File: config.mk
export PLATFORM = sky130hd
export DESIGN_NAME = banderas_alu_reg_flat
export DESIGN_NICKNAME = d
export VERILOG_FILES = /design/src/rtl/banderas_alu_reg_if.sv /design/src/rtl/banderas_alu_reg.sv /design/src/flat_wrapper.sv
export SDC_FILE = /design/constraint.sdc
export NUM_CORES = 1
export LEC_CHECK = 0
export CAP_MARGIN = 5
export CORE_UTILIZATION = 30
export DETAILED_ROUTE_END_ITERATION = 8
export PLACE_DENSITY = 0.65
export SYNTH_ARGS = -nofsm -noshare
export SYNTH_HDL_FRONTEND = slang
export SYNTH_SLANG_ARGS = --single-unit
File: constraint.sdc
create_clock -name clk -period 1.2 [get_ports clk]
set_input_delay 0.24 -clock clk [delete_from_list [all_inputs] [get_ports clk]]
set_output_delay 0.24 -clock clk [all_outputs]
set_load 0.03 [all_outputs]
File: src/rtl/banderas_alu_reg_if.sv
// rtl/banderas_alu_reg_if.sv - result/flag bundle between the ALU result stage and the flag register
interface banderas_alu_reg_if #(
  parameter int WIDTH = 6,
  parameter int CNT_W = 4
);
  logic             valid_in;
  logic [WIDTH-1:0] dato;
  logic             carry_in;
  logic             a_msb;
  logic             b_msb;
  logic             op_sub;
  logic             sticky;
  logic             flag_clr;
  logic             ZF;
  logic             SF;
  logic             CF;
  logic             OF;
  logic             PF;
  logic             valid_out;
  logic [CNT_W-1:0] zero_cnt;

  modport master (
    output valid_in, dato, carry_in, a_msb, b_msb, op_sub, sticky, flag_clr,
    input  ZF, SF, CF, OF, PF, valid_out, zero_cnt
  );

  modport slave (
    input  valid_in, dato, carry_in, a_msb, b_msb, op_sub, sticky, flag_clr,
    output ZF, SF, CF, OF, PF, valid_out, zero_cnt
  );
endinterface

File: src/rtl/banderas_alu_reg.sv
// rtl/banderas_alu_reg.sv - registered ZF/SF/CF/OF with sticky CF/OF and zero-run counter; BANDERA_PF_EN adds parity flag
module banderas_alu_reg #(
  parameter int WIDTH = 6,
  parameter int CNT_W = 4
) (
  input  logic              clk,
  input  logic              rst,
  banderas_alu_reg_if.slave bus
);
  logic             zf_n, sf_n, cf_n, of_n;
  logic             zf_q, zf_d;
  logic             sf_q, sf_d;
  logic             cf_q, cf_d;
  logic             of_q, of_d;
  logic             valid_q, valid_d;
  logic [CNT_W-1:0] cnt_q, cnt_d;

  assign zf_n = ~|bus.dato;
  assign sf_n = bus.dato[WIDTH-1];
  assign cf_n = bus.carry_in;
  // Overflow: operands share a sign (B after subtract inversion) and the result sign differs.
  assign of_n = (bus.a_msb == (bus.b_msb ^ bus.op_sub)) & (sf_n != bus.a_msb);

`ifdef BANDERA_PF_EN
  logic pf_q, pf_d;
  assign bus.PF = pf_q;
`else
  assign bus.PF = 1'b0;
`endif

  always_comb begin
    zf_d    = zf_q;
    sf_d    = sf_q;
    cf_d    = cf_q;
    of_d    = of_q;
    cnt_d   = cnt_q;
    valid_d = 1'b0;
`ifdef BANDERA_PF_EN
    pf_d    = pf_q;
`endif
    if (bus.valid_in) begin
      valid_d = 1'b1;
      zf_d    = zf_n;
      sf_d    = sf_n;
`ifdef BANDERA_PF_EN
      pf_d    = ~^bus.dato;
`endif
      // A clear alongside a valid result drops only the accumulated history.
      if (bus.sticky && !bus.flag_clr) begin
        cf_d = cf_q | cf_n;
        of_d = of_q | of_n;
      end else begin
        cf_d = cf_n;
        of_d = of_n;
      end
      if (!zf_n) begin
        cnt_d = '0;
      end else if (bus.flag_clr) begin
        cnt_d = CNT_W'(1);
      end else if (cnt_q != {CNT_W{1'b1}}) begin
        cnt_d = cnt_q + CNT_W'(1);
      end
    end else if (bus.flag_clr) begin
      zf_d  = 1'b0;
      sf_d  = 1'b0;
      cf_d  = 1'b0;
      of_d  = 1'b0;
      cnt_d = '0;
`ifdef BANDERA_PF_EN
      pf_d  = 1'b0;
`endif
    end
  end

  always_ff @(posedge clk or posedge rst) begin
    if (rst) begin
      zf_q    <= 1'b0;
      sf_q    <= 1'b0;
      cf_q    <= 1'b0;
      of_q    <= 1'b0;
      cnt_q   <= '0;
      valid_q <= 1'b0;
`ifdef BANDERA_PF_EN
      pf_q    <= 1'b0;
`endif
    end else begin
      zf_q    <= zf_d;
      sf_q    <= sf_d;
      cf_q    <= cf_d;
      of_q    <= of_d;
      cnt_q   <= cnt_d;
      valid_q <= valid_d;
`ifdef BANDERA_PF_EN
      pf_q    <= pf_d;
`endif
    end
  end

  assign bus.ZF        = zf_q;
  assign bus.SF        = sf_q;
  assign bus.CF        = cf_q;
  assign bus.OF        = of_q;
  assign bus.valid_out = valid_q;
  assign bus.zero_cnt  = cnt_q;
endmodule

File: src/flat_wrapper.sv
// flat-port wrapper written by rule: the top's interface ports become plain ports
module banderas_alu_reg_flat 
#(
  parameter int WIDTH = 6,
  parameter int CNT_W = 4
)
  (clk, rst, bus_valid_in, bus_dato, bus_carry_in, bus_a_msb, bus_b_msb, bus_op_sub, bus_sticky, bus_flag_clr, bus_ZF, bus_SF, bus_CF, bus_OF, bus_PF, bus_valid_out, bus_zero_cnt);
  banderas_alu_reg_if #(.WIDTH(WIDTH), .CNT_W(CNT_W)) bus_i ();
  input  logic clk;
  input  logic rst;
  input wire logic [$bits(bus_i.valid_in)-1:0] bus_valid_in;
  input wire logic [$bits(bus_i.dato)-1:0] bus_dato;
  input wire logic [$bits(bus_i.carry_in)-1:0] bus_carry_in;
  input wire logic [$bits(bus_i.a_msb)-1:0] bus_a_msb;
  input wire logic [$bits(bus_i.b_msb)-1:0] bus_b_msb;
  input wire logic [$bits(bus_i.op_sub)-1:0] bus_op_sub;
  input wire logic [$bits(bus_i.sticky)-1:0] bus_sticky;
  input wire logic [$bits(bus_i.flag_clr)-1:0] bus_flag_clr;
  output wire logic [$bits(bus_i.ZF)-1:0] bus_ZF;
  output wire logic [$bits(bus_i.SF)-1:0] bus_SF;
  output wire logic [$bits(bus_i.CF)-1:0] bus_CF;
  output wire logic [$bits(bus_i.OF)-1:0] bus_OF;
  output wire logic [$bits(bus_i.PF)-1:0] bus_PF;
  output wire logic [$bits(bus_i.valid_out)-1:0] bus_valid_out;
  output wire logic [$bits(bus_i.zero_cnt)-1:0] bus_zero_cnt;
  assign bus_i.valid_in = bus_valid_in;
  assign bus_i.dato = bus_dato;
  assign bus_i.carry_in = bus_carry_in;
  assign bus_i.a_msb = bus_a_msb;
  assign bus_i.b_msb = bus_b_msb;
  assign bus_i.op_sub = bus_op_sub;
  assign bus_i.sticky = bus_sticky;
  assign bus_i.flag_clr = bus_flag_clr;
  assign bus_ZF = bus_i.ZF;
  assign bus_SF = bus_i.SF;
  assign bus_CF = bus_i.CF;
  assign bus_OF = bus_i.OF;
  assign bus_PF = bus_i.PF;
  assign bus_valid_out = bus_i.valid_out;
  assign bus_zero_cnt = bus_i.zero_cnt;
  banderas_alu_reg #(.WIDTH(WIDTH), .CNT_W(CNT_W)) u_core (.clk(clk), .rst(rst), .bus(bus_i));
endmodule
; Word-level counts from Yosys, hierarchy flattened
; Index checks and enable logic that the tools add are counted.
; W data, S select, Z words.
[word_totals]
input_bits = 15
output_inout_bits = 10
reg_bits = 9
[classes]
bitwise_logic = 4
n_eq_ne = 3
mux = 13
n_addsub = 1
reduce_logical = 7
[ops]
columns = operator, count
row1 = $mux W4, 5
row2 = $mux W1, 8
row3 = $reduce_or A6 Y1, 1
row4 = $add A4 B1 Y4 const B, 1
row5 = $ne A4 B4 Y1 const B, 1
row6 = $reduce_bool A3 Y1, 1
row7 = $logic_not A1 Y1, 2
row8 = $or A1 B1 Y1, 2
row9 = $reduce_and A2 Y1, 1
row10 = $reduce_bool A2 Y1, 1
row11 = $and A1 B1 Y1, 1
row12 = $eq A1 B1 Y1, 1
row13 = $logic_and A1 B1 Y1, 1
row14 = $ne A1 B1 Y1, 1
row15 = $xor A1 B1 Y1, 1

; Depth between registers and ports, before layout
[depth]
word_depth = 6
ltp_mapped = 4
mapped_depth_nobuf = 4

; Least setup slack after synthesis
; Ideal clock, no wire load.
[synth_timing]
path_type = reg2reg
start = register u_core.cnt_q[0] (netlist: u_core.bus.zero_cnt[0])
end = register u_core.cnt_q[1] (netlist: u_core.bus.zero_cnt[1])
t_arrival_ns = 1.256
setup_ns = 0.134
stages_incl_launch_ff = 5
synth_period_minus_slack_ns = 1.391
path_slack_ns = -0.191
required_time_ns = 1.066
n_path_buf = 0
path_cell_list = dfrtp_1 -> ha_1 -> and3_1 -> a41oi_1 -> o31ai_1
[synth_between]
elab_chain_cells = 5
[synth_rtl]
columns = item, line
row1 = "start, declared", banderas_alu_reg.sv:16  ; logic [CNT_W-1:0] cnt_q, cnt_d;
row2 = "start signal, assigned", banderas_alu_reg.sv:91  ; cnt_q <= cnt_d;
row3 = $add A4 B1 Y4, banderas_alu_reg.sv:61  ; cnt_d = cnt_q + CNT_W'(1);
row4 = $mux W4, banderas_alu_reg.sv:60  ; end else if (cnt_q != {CNT_W{1'b1}}) begin
row5 = $mux W4, banderas_alu_reg.sv:58  ; end else if (bus.flag_clr) begin
row6 = $mux W4, banderas_alu_reg.sv:56  ; if (!zf_n) begin
row7 = $mux W4, banderas_alu_reg.sv:41  ; if (bus.valid_in) begin
; Several ways; a longest one is shown, not always the timed one. The select of a mux whose other input is x is not followed.
; A chain may end at the register's enable or synchronous reset.

; Worst setup path in the final report
[layout_timing]
start = register u_core.cnt_q[1] (netlist: u_core.bus.zero_cnt[1])
end = output bus_zero_cnt[1]
[layout_rtl]
columns = item, line
row1 = "end, declared", flat_wrapper.sv:25  ; output wire logic [$bits(bus_i.zero_cnt)-1:0] bus_zero_cnt;
; No word-level cell between the ends.

==> results.md <==
- Status: finished, violations left
- Failing checks: negative setup slack
- Placer Congestion: ~0.82
- FF+latch area: approximately 230 um2
- Syn Inst Count: 53
- Insertion delay to the later sink of the worst-skew pair: 0.26 ns
- XOR/XNOR share of the synthesized area: 0.0174
- Rows: 14
- First-pass GRT wire length: 2.42 mm
- Area Overhead vs Synth: 85.3%
- Wirelength per Cell: about 13 um
- Synth Warn #: 0
- Via-to-Cell Ratio: 5.06
- Diodes inserted: 0
- Die Y-Extent: ~43 um
- Initial core utilization: 0.326
- Mux cell area share after synthesis: 0.0199
- Post-synthesis adder-cell area fraction: 0.0249
- H-tree levels: 1
- Clock Skews: slightly below 0.004 ns
- Final setup fails: 1
- CTS tree: yes
- Synth area leader: dfrtp_1
- RSZ-0062 raised after global routing: yes
- Remaining design rule violation count: 0
- Largest net degree at the start of global routing: 12
- GRT Util Overall: 0.178
- Register bit total from synthesis: 9
- Compound-gate portion of the synthesized area: 0.184
- Crit-path max FO: 5
- Setup TNS Final: -0.00303 ns
- ANT nets after route: 0
- Most frequent cells in the layout: buf_4 (18), clkdlybuf4s50_1 (10), dfrtp_1 (7)
- Clock buffer depth: 2
- Vias in the first global route: roughly 540
- CP startpoint kind: register
- CTS Sinks: 9
- Fmax: 831 MHz
- Multi-input logic area: slightly below 300 um2
- Period minus WS final: approximately 1.2 ns
- Share of layout cells above drive strength 1: 0.391
- Commonest non-fill, non-tap cell in the layout: buf_4
- Area share of the largest cell type after synthesis: 0.448
- Number of I/O port buffers: 23
- Cell Area, Synth: just over 500 um2
- Vias: ~550
- Leakage power: 0.422 nW
- HP Class: input pin to asynchronous set/reset pin
- Setup Crit Path Kind: register to output port
- Clock slew at reported path FFs: ~0.06 ns
- Final hold violation count: 0
- Max-cap violations: 0
- Tot Pwr: slightly above 0.7 mW
- Setup slack at placement: -0.448 ns
- Period utilization: 1.00
- Die ar.: roughly 1800 um2
- Seq/Total Area, Yosys: 0.448
- Arrival @ worst endpoint: 0.96 ns
- Simple-gate area share of the yosys netlist: 0.231
- DR pass1 iterations: 4
- IR drop worst, VDD: 0.000694 V
- Ports: 25
- Core area: about 1500 um2
- Root Buffer: clkbuf_4
- Syn_nets: 69
- Initial antenna violation count: 0
- Average instance area after synthesis: between 9 and 10 um2
- Largest family of logic cells by synthesized area: simple AND/OR/NAND/NOR gates
- Num CTS Buffers: 3
- WP data required: approximately 0.96 ns
- Netlist cell types: 28
- Slew Limit Fails: 0
- Chip Width: between 40 and 50 um
- Post-Route WL: 1.43 mm
- Setup ws final: -0.00303 ns
- CP Capture Type: output port
- # nets final: 109
- Grt ovf: 0
- Cell Pwr Density: 771 nW/um2
- DRT iter0 DRCs: 8
- Area contributors post-synth: dfrtp_1 (45%), nor4_4 (4.2%), inv_1 (3.7%), nand2b_1 (3.7%), a22o_1 (3.5%)
- Layout fillers: between 100 and 150
==> critical path: stages, from the launching register on <==
cell and delay, ns:
dfrtp_2 0.43, buf_6 0.14, buf_6 0.13
==> cells in the mapped netlist <==
cell and n:
a21oi_1 3, a221oi_1 1, a22o_1 2, a31oi_1 2, a41oi_1 1, and3_1 1
buf_4 1, clkbuf_1 2, conb_1 1, dfrtp_1 9, ha_1 1, inv_1 5
mux2i_1 1, nand2_1 4, nand2b_1 3, nand3_1 3, nand3b_1 1, nand4_1 1
nor2_1 2, nor2b_1 1, nor3_1 1, nor3b_1 1, nor4_4 1, o21ai_0 1
o311ai_1 1, o31ai_1 1, o32ai_1 1, xor2_1 1
==> where the power goes <==
| part | internal [mW] | switching (mW) |
|---|---|---|
| Combinational | 0.0848 | 0.0804 |
| Sequential | 0.314 | 0.00541 |
| Clock | 0.128 | 0.106 |
| Total | 0.527 | 0.192 |
==> cell families after synthesis <==
family,Yosys count
AND/OR/NAND/NOR,19
AO/OA/AOI/OAI,13
flip-flops,9
buffers and inverters,8
adder cells (fa/ha/maj),1
other,1
XOR/XNOR,1
multiplexers,1
==> routing by layer <==
metal  global-route usage  wire [um]  vias to the layer above
met2                0.273        694                       20
li1                     -          -                      268
met4               0.0848         18                        0
met1                0.224        631                      255
met5                    0          0                        -
met3               0.0596         85                        4
==> stage by stage <==
step,util,cells,hold WS (ns),instance area (um2)
detailed placement,0.536,100,0.464,826
finish,0.605,108,0.243,932
floorplan,-,53,0.0678,531
global route,0.605,108,0.289,932
global placement,0.536,100,0.469,826
CTS,0.600,108,0.241,925
==> final cells by class <==
type | instances | share of cell area
well taps | 16 | 0.0215
inverters | 5 | 0.0201
multi-input cells | 36 | 0.318
clock buffers | 4 | 0.0282
flip-flops and latches | 9 | 0.244
repair buffers | 38 | 0.368
==> timing repair <==
action / in CTS / in global routing
hold buffers: 0 / 0
pin swaps: 4 / 5
endpoints found under the setup margin: 7 / 7
buffers inserted: 4 / 0
resized for setup: 11 / 3
==> path summary, 6_finish.rpt <==
kind | cells after the start | start | slack [ns] | to
worst min-delay path | 2 | rst | 0.24 | u_core.bus.zero_cnt[3]$_DFFE_PP0P_
worst max register to register | 4 | u_core.bus.zero_cnt[1]$_DFFE_PP0P_ | 0.01 | u_core.bus.zero_cnt[0]$_DFFE_PP0P_
worst min register to register | 2 | u_core.bus.ZF$_DFFE_PP0P_ | 0.48 | u_core.bus.ZF$_DFFE_PP0P_
max in group asynchronous | 2 | rst | 0.67 | u_core.bus.zero_cnt[0]$_DFFE_PP0P_
worst max-delay path | 2 | u_core.bus.zero_cnt[1]$_DFFE_PP0P_ | -0.003 | bus_zero_cnt[1]
min in group clk | 5 | bus_dato[1] | 0.47 | u_core.bus.zero_cnt[3]$_DFFE_PP0P_
==> flip-flops by register name, indices dropped and copies added (netlist names) <==
signal / flops
u_core.bus.CF: 1
u_core.bus.OF: 1
u_core.bus.SF: 1
u_core.bus.zero_cnt: 4
u_core.bus.ZF: 1
u_core.bus.valid_out: 1
(Power assumes the default switching activity.)
